`config.mk`:
```
export PLATFORM = sky130hd
export DESIGN_NAME = regfile_mp
export DESIGN_NICKNAME = d
export VERILOG_FILES = /design/src/rtl/regfile_pkg.sv /design/src/rtl/regfile_scoreboard.sv /design/src/rtl/regfile_mp.sv
export SDC_FILE = /design/constraint.sdc
export NUM_CORES = 2
export LEC_CHECK = 0
export ABC_CLOCK_PERIOD_IN_PS = 35400
export CAP_MARGIN = 20
export CORE_MARGIN = 3
export CORE_UTILIZATION = 59
export CTS_BUF_LIST = sky130_fd_sc_hd__clkbuf_8
export CTS_CLUSTER_SIZE = 24
export DETAILED_ROUTE_END_ITERATION = 6
export GPL_TIMING_DRIVEN = 0
export PLACE_DENSITY = 0.79
export SETUP_SLACK_MARGIN = 0.15
export SLEW_MARGIN = 20
export SYNTH_ARGS = -nofsm -noshare
export SYNTH_HDL_FRONTEND = slang
export SYNTH_SLANG_ARGS = --single-unit
```
`constraint.sdc`:
```
create_clock -name clk -period 35.4 [get_ports clk]
set_clock_uncertainty 0.15 [all_clocks]
set_input_delay 5.31 -clock clk [delete_from_list [all_inputs] [get_ports clk]]
set_output_delay 5.31 -clock clk [all_outputs]
set_load 0.005 [all_outputs]
```
`src/rtl/regfile_pkg.sv`:
```
// regfile_pkg: shared address-width helper, register typedefs and the x0 address constant.
package regfile_pkg;
  function automatic int addr_w(input int n);
    return (n < 2) ? 1 : $clog2(n);
  endfunction
  localparam int XLEN_DEF = 32;
  localparam int NREGS_DEF = 32;
  typedef logic [addr_w(NREGS_DEF)-1:0] reg_addr_t;
  typedef logic [XLEN_DEF-1:0] reg_data_t;
  localparam reg_addr_t REG_ZERO = '0;
endpackage

```
`src/rtl/regfile_scoreboard.sv`:
```
// regfile_scoreboard: per-register busy bits (claim beats clear, x0 never busy) and registered busy count.
module regfile_scoreboard
  import regfile_pkg::*;
#(
  parameter int NREGS = 32,
  parameter int NWRITE = 1,
  localparam int AW = addr_w(NREGS)
) (
  input  logic                       clk,
  input  logic                       rst,
  input  logic [NWRITE-1:0]          i_we,
  input  logic [NWRITE-1:0][AW-1:0]  i_wa,
  input  logic                       i_claim_en,
  input  logic [AW-1:0]              i_claim_addr,
  output logic [NREGS-1:0]           o_busy,
  output logic [AW:0]                o_nbusy
);
  logic [NREGS-1:0] r_busy;
  logic [AW:0]      r_nbusy;
  logic [NREGS-1:0] w_busy_nxt;
  logic [AW:0]      w_cnt;
  always_comb begin
    w_busy_nxt = r_busy;
    for (int j = 0; j < NWRITE; j++)
      if (i_we[j]) w_busy_nxt[i_wa[j]] = 1'b0;
    if (i_claim_en) w_busy_nxt[i_claim_addr] = 1'b1;
    w_busy_nxt[0] = 1'b0;
    w_cnt = '0;
    for (int k = 0; k < NREGS; k++) w_cnt = w_cnt + (AW+1)'(w_busy_nxt[k]);
  end
  always_ff @(posedge clk or posedge rst)
    if (rst) begin
      r_busy  <= '0;
      r_nbusy <= '0;
    end else begin
      r_busy  <= w_busy_nxt;
      r_nbusy <= w_cnt;
    end
  assign o_busy  = r_busy;
  assign o_nbusy = r_nbusy;
endmodule

```
`src/rtl/regfile_mp.sv`:
```
// regfile_mp: multi-port register file with x0 hardwired to zero, highest-port-wins writes,
// optional same-cycle write-to-read forwarding and a busy scoreboard.
module regfile_mp
  import regfile_pkg::*;
#(
  parameter int XLEN = 32,
  parameter int NREGS = 32,
  parameter int NREAD = 2,
  parameter int NWRITE = 1,
  parameter int BYPASS = 1,
  localparam int AW = addr_w(NREGS)
) (
  input  logic                         clk,
  input  logic                         rst,
  input  logic [NREAD-1:0][AW-1:0]     ra,
  output logic [NREAD-1:0][XLEN-1:0]   rd,
  output logic [NREAD-1:0]             rd_busy,
  input  logic [NWRITE-1:0]            we,
  input  logic [NWRITE-1:0][AW-1:0]    wa,
  input  logic [NWRITE-1:0][XLEN-1:0]  wd,
  input  logic                         claim_en,
  input  logic [AW-1:0]                claim_addr,
  output logic [AW:0]                  nbusy
);
  logic [XLEN-1:0]  r_mem [NREGS];
  logic [NREGS-1:0] w_busy;
  // later ports overwrite earlier ones, so the highest-index port wins a collision
  always_ff @(posedge clk or posedge rst)
    if (rst) begin
      for (int k = 0; k < NREGS; k++) r_mem[k] <= '0;
    end else begin
      for (int j = 0; j < NWRITE; j++)
        if (we[j] && wa[j] != AW'(REG_ZERO)) r_mem[wa[j]] <= wd[j];
    end
  regfile_scoreboard #(.NREGS(NREGS), .NWRITE(NWRITE)) u_sb (
    .clk(clk), .rst(rst), .i_we(we), .i_wa(wa), .i_claim_en(claim_en),
    .i_claim_addr(claim_addr), .o_busy(w_busy), .o_nbusy(nbusy)
  );
  for (genvar i = 0; i < NREAD; i++) begin : g_rd
    logic            w_hit;
    logic [XLEN-1:0] w_fwd;
    // forwarding is suppressed during reset so reads stay zero while rst is high
    always_comb begin
      w_hit = 1'b0;
      w_fwd = r_mem[ra[i]];
      for (int j = 0; j < NWRITE; j++)
        if (BYPASS != 0 && !rst && we[j] && wa[j] == ra[i] && ra[i] != AW'(REG_ZERO)) begin
          w_hit = 1'b1;
          w_fwd = wd[j];
        end
    end
    assign rd[i]      = w_fwd;
    assign rd_busy[i] = w_busy[ra[i]] & ~w_hit;
  end
endmodule
```
-- After elaboration in Yosys (flattened, before gate mapping)
Index checks and enable logic that the tools add are counted.
- equality and inequality tests: 2
- mux-type cells: 23
- reduce and logical (&&, ||, !) cells: 13
- bitwise logic cells: 10
- add/subtract/negate cells: 30
- order comparisons: 10
- operators by type and width (operator ; count):
    1024-bit bitwise mux ; 1
    32-bit binary-select mux with 5-bit select ; 2
    32-bit 2-to-1 mux ; 9
    6-bit by 1-bit adder with 6-bit output ; 29
    32-bit demux with 5-bit select ; 1
    32-bit bitwise AND ; 1
    32-bit NOT ; 1
    32-bit bitwise OR ; 1
    5-bit by 6-bit less-than comparator with 1-bit output (second input constant) ; 4
    6-bit >= comparator (second input constant) ; 3
    5-bit NOT with 6-bit output ; 3
    5-bit nonzero test ; 3
    1-bit binary-select mux with 5-bit select ; 2
    1-bit demux with 5-bit select ; 2
    5-bit equality test ; 2
    5-bit by 1-bit >= comparator with 1-bit output (second input constant) ; 2
    1-bit logical AND ; 9
    6-bit by 1-bit less-than comparator with 1-bit output (second input constant) ; 1
    1-bit 2-to-1 mux ; 6
    1-bit by 1-bit adder with 2-bit output ; 1
    1-bit bitwise AND ; 2
    1-bit NOT ; 2
    1-bit logical NOT ; 1
- flip-flop bits (word level): 1061
- bits of input ports: 56
- word-level logic and storage cells: 122
- output and inout port bits: 72

-- Logic depth before layout (Yosys ltp)
- depth in word-level cells: 39
- gate-level depth with buffers: 24
- depth with buffers taken out: 22

-- Hierarchy
A second synthesis with hierarchy kept.
- cells, all modules: 3657
- area total of the unflattened synthesis: 56287.7 sq um
- by module, submodules not included (module ; times used ; sequential area each (sq um) ; area each (sq um) ; cells each):
    regfile_mp ; 1 ; 25624.6 ; 54095.6 ; 3460
    regfile_scoreboard ; 1 ; 925.9 ; 2192.1 ; 197

-- Worst setup path before layout
Ideal clock, no wire load.
- kind: input to output
- from: input port rst
- to: output port rd[61] in the netlist's numbering
- arrival time: 30.437 ns
- buffers on the path: 2
- required time: 29.940 ns
- stages: 7
- path slack: -0.497 ns
- cell sequence: inv_1 > o311ai_4 > nor4_1 > buf_6 > buf_1 > nand2_1 > o41ai_2
- RTL lines (element ; line ; source):
    start, declared ; regfile_mp.sv:14 ; input logic rst,
    end, declared ; regfile_mp.sv:16 ; output logic [NREAD-1:0][XLEN-1:0] rd,

==> impl_metrics.json <==
{
  "period_minus_slack_ps": 15190,
  "synthesis.nets": 4773,
  "crit_arrival_ps": 9730,
  "synth_top_area_frac": 0.445,
  "synth_area_mm2": 0.0597,
  "worstSetupPathType": "input port to primary output",
  "tightestPinTransition_ps": 1340,
  "synth_area_leader_cell": "dfrtp_1",
  "cap_viol_max_count": 0,
  "ff2ff_path_depth": 19,
  "synth_cells": 4685,
  "hpwlAfterDp_mm": 162,
  "die_width_um": 324,
  "cts_htree_levels": 4,
  "drive_gt1_frac": 0.237,
  "min_to": "r_mem[1015]",
  "slowest_delay_ps": 990,
  "min_from": "r_mem[1015]",
  "regArea_mm2": 0.0266,
  "nets": 5120,
  "core-area_mm2": 0.100,
  "post_cts_buffers": 0,
  "ys_seq_area_frac": 0.445,
  "leakagePower_uw": 0.0318,
  "ys_warn_count": 0,
  "cts_tree": "yes",
  "final_core_util": 0.668,
  "failed_checks": "DRC",
  "setup_viol": 0,
  "drc": 5,
  "worstPathMaxFanout": 28,
  "grt_max_degree": 36,
  "synth.distinct_cells": 51,
  "hold_depth": 1,
  "path_common_cell": "clkdlybuf4s50_1",
  "path_cells": "clkdlybuf4s50_1 -> clkinvlp_4 -> buf_12 -> o311ai_4 -> nor4_4 -> buf_4 -> clkbuf_1 -> nand2_1 -> o41ai_2 -> clkdlybuf4s50_1",
  "floorplan.initialDensity": 0.596,
  "finalSetupTns_ps": 0,
  "synth_seq_cells": 1061,
  "r2r_start": "u_sb.o_busy[1]",
  "cts-buffers-inserted": 181,
  "place.gp.congestion": 0.997,
  "port-buffer-count": 119,
  "ctsHoldBuffers": 0,
  "syn_to_final_growth_pct": 12.1,
  "r2r_slack_ps": 29970,
  "drv_slew": 0,
  "cts_resized": 0,
  "rsz0062_at_grt": "false",
  "slew_headroom": 0.105,
  "routed_wirelength_mm": 246,
  "period_share": 0.429,
  "die-area_mm2": 0.105,
  "max-clock-path-buffers": 3,
  "finalHoldViolCount": 0,
  "drt-vias-per-instance": 7.52,
  "root_buffer": "clkbuf_8",
  "synth.avg_cell_area_um2": 12.7,
  "cp-start-kind": "input port",
  "antenna_found_initial": 9,
  "numClockSinks": 1061,
  "initialDrtViolationCount": 7754,
  "ir_worst_vdd_mv": 0.137,
  "final_antenna_net_count": 0,
  "power_density_mw_per_mm2": 58.7,
  "io_pins": 128,
  "grt_pass1_wl_mm": 341,
  "grt.total_usage": 0.464,
  "wl_per_cell_um": 38.0,
  "crit_slowest_cell": "clkbuf_1",
  "grt_overflow_total": 0,
  "clk_pin_slew_worst_paths_ps": 60,
  "insertion_delay_ps": 900,
  "multi_input_area_mm2": 0.0303,
  "fmax_mhz": 65.8,
  "row_count": 116,
  "layout_common_cells": "1061 x dfrtp_1, 1024 x mux2i_1, 507 x mux2_2",
  "rr_endpoint": "u_sb.o_nbusy[4]",
  "cp-end-kind": "primary output",
  "setup.worst_path.start": "rst",
  "hold_path_class": "register to register",
  "synth.top_cells.by_area": "dfrtp_1 44%, mux2i_1 17%, mux2_2 9.6%",
  "die_h_um": 324,
  "grt_pass1_vias": 47300,
  "layout_commonest_cell": "dfrtp_1",
  "status": "finished, violations left",
  "critical_path_required_ps": 29940,
  "drt_pass1_iterations": 7,
  "dr_total_vias": 48600,
  "fillCellCount": 7502
}
registers in the layout, indices dropped and copies added (netlist names):
register	flops
r_mem	1024
u_sb.o_nbusy	6
u_sb.o_busy	31
Yosys cell counts (all sizes together):
| cell | count |
|---|---|
| o21ai | 17 |
| mux4 | 18 |
| a22oi | 264 |
| nand3b | 6 |
| xor2 | 4 |
| nor3 | 2 |
| fa | 23 |
| nand2 | 96 |
| ha | 9 |
| nand3 | 6 |
| o21a | 1 |
| a22o | 140 |
| nor4 | 2 |
| or3 | 1 |
| clkbuf | 239 |
| nand2b | 4 |
| buf | 266 |
| nor2 | 21 |
| xnor2 | 9 |
| or3b | 2 |
| o41ai | 64 |
| and3 | 2 |
| o311ai | 1 |
| mux2 | 994 |
| and3b | 3 |
| inv | 54 |
| a21oi | 131 |
| and2 | 2 |
| nor2b | 7 |
| nor3b | 8 |
| mux2i | 1024 |
| or2 | 6 |
| o22ai | 65 |
| a21o | 4 |
| dfrtp | 1061 |
| o22a | 1 |
| a221oi | 128 |
how the worst max path moves through the flow:
stage,slack (ps),to,cells after the start
detailed placement,20470,rd[3],10
global route,20280,rd[3],10
floorplan,7130,rd[55],6
CTS,20480,rd[3],10
finish,20210,rd[3],10
global placement,-2070,rd[35],7
metrics by stage:
step                hold WS, ps  area, um^2  std cells  worst slack, ps  total power (uW)
finish                      337       66900       6468            20210              3930
global route                354       66900       6458            20280              4100
CTS                         335       66800       6453            20480              3890
detailed placement          322       63400       6144            20470              2820
global placement            310       62500       6102            -2070              2760
floorplan                   299       59700       4685             7130              2470
worst max-delay path, delay by kind of cell:
| family | cells | cell delay, ps |
|---|---|---|
| buffers and inverters | 6 | 3060 |
| and+or+nand+nor | 2 | 990 |
| AOI/OAI and AO/OA | 2 | 330 |
layout make-up:
cell class | instances | area share
Multi-Input combinational cell | 3065 | 0.453
Sequential cell | 1061 | 0.397
Clock buffer | 217 | 0.0447
Buffer | 505 | 0.0406
Timing Repair Buffer | 164 | 0.0306
Tap cell | 1298 | 0.0243
Clock inverter | 92 | 0.00664
Inverter | 54 | 0.00309
Antenna cell | 12 | 0.000449
routing by layer:
metal	part of all wire	wire, um	vias to the layer above	track usage
met2	0.40	98700	4501	0.639
met3	0.16	39200	1437	0.227
met1	0.34	84700	24300	0.556
li1	-	-	18400	-
met5	0.0011	281	-	0.0249
met4	0.094	23100	13	0.346
logic make-up after synthesis:
logic type,synth area share
compound gates,0.116
xor+xnor,0.00191
simple gates,0.0134
flops,0.445
buf+inv,0.0480
mux,0.366
fa+ha+maj,0.00960
power breakdown:
part	internal [uW]	switching [uW]
Sequential	1460	184
Clock	553	534
Combinational	574	626
Total	2590	1340
Note: power is estimated with default switching activity, not from simulation.
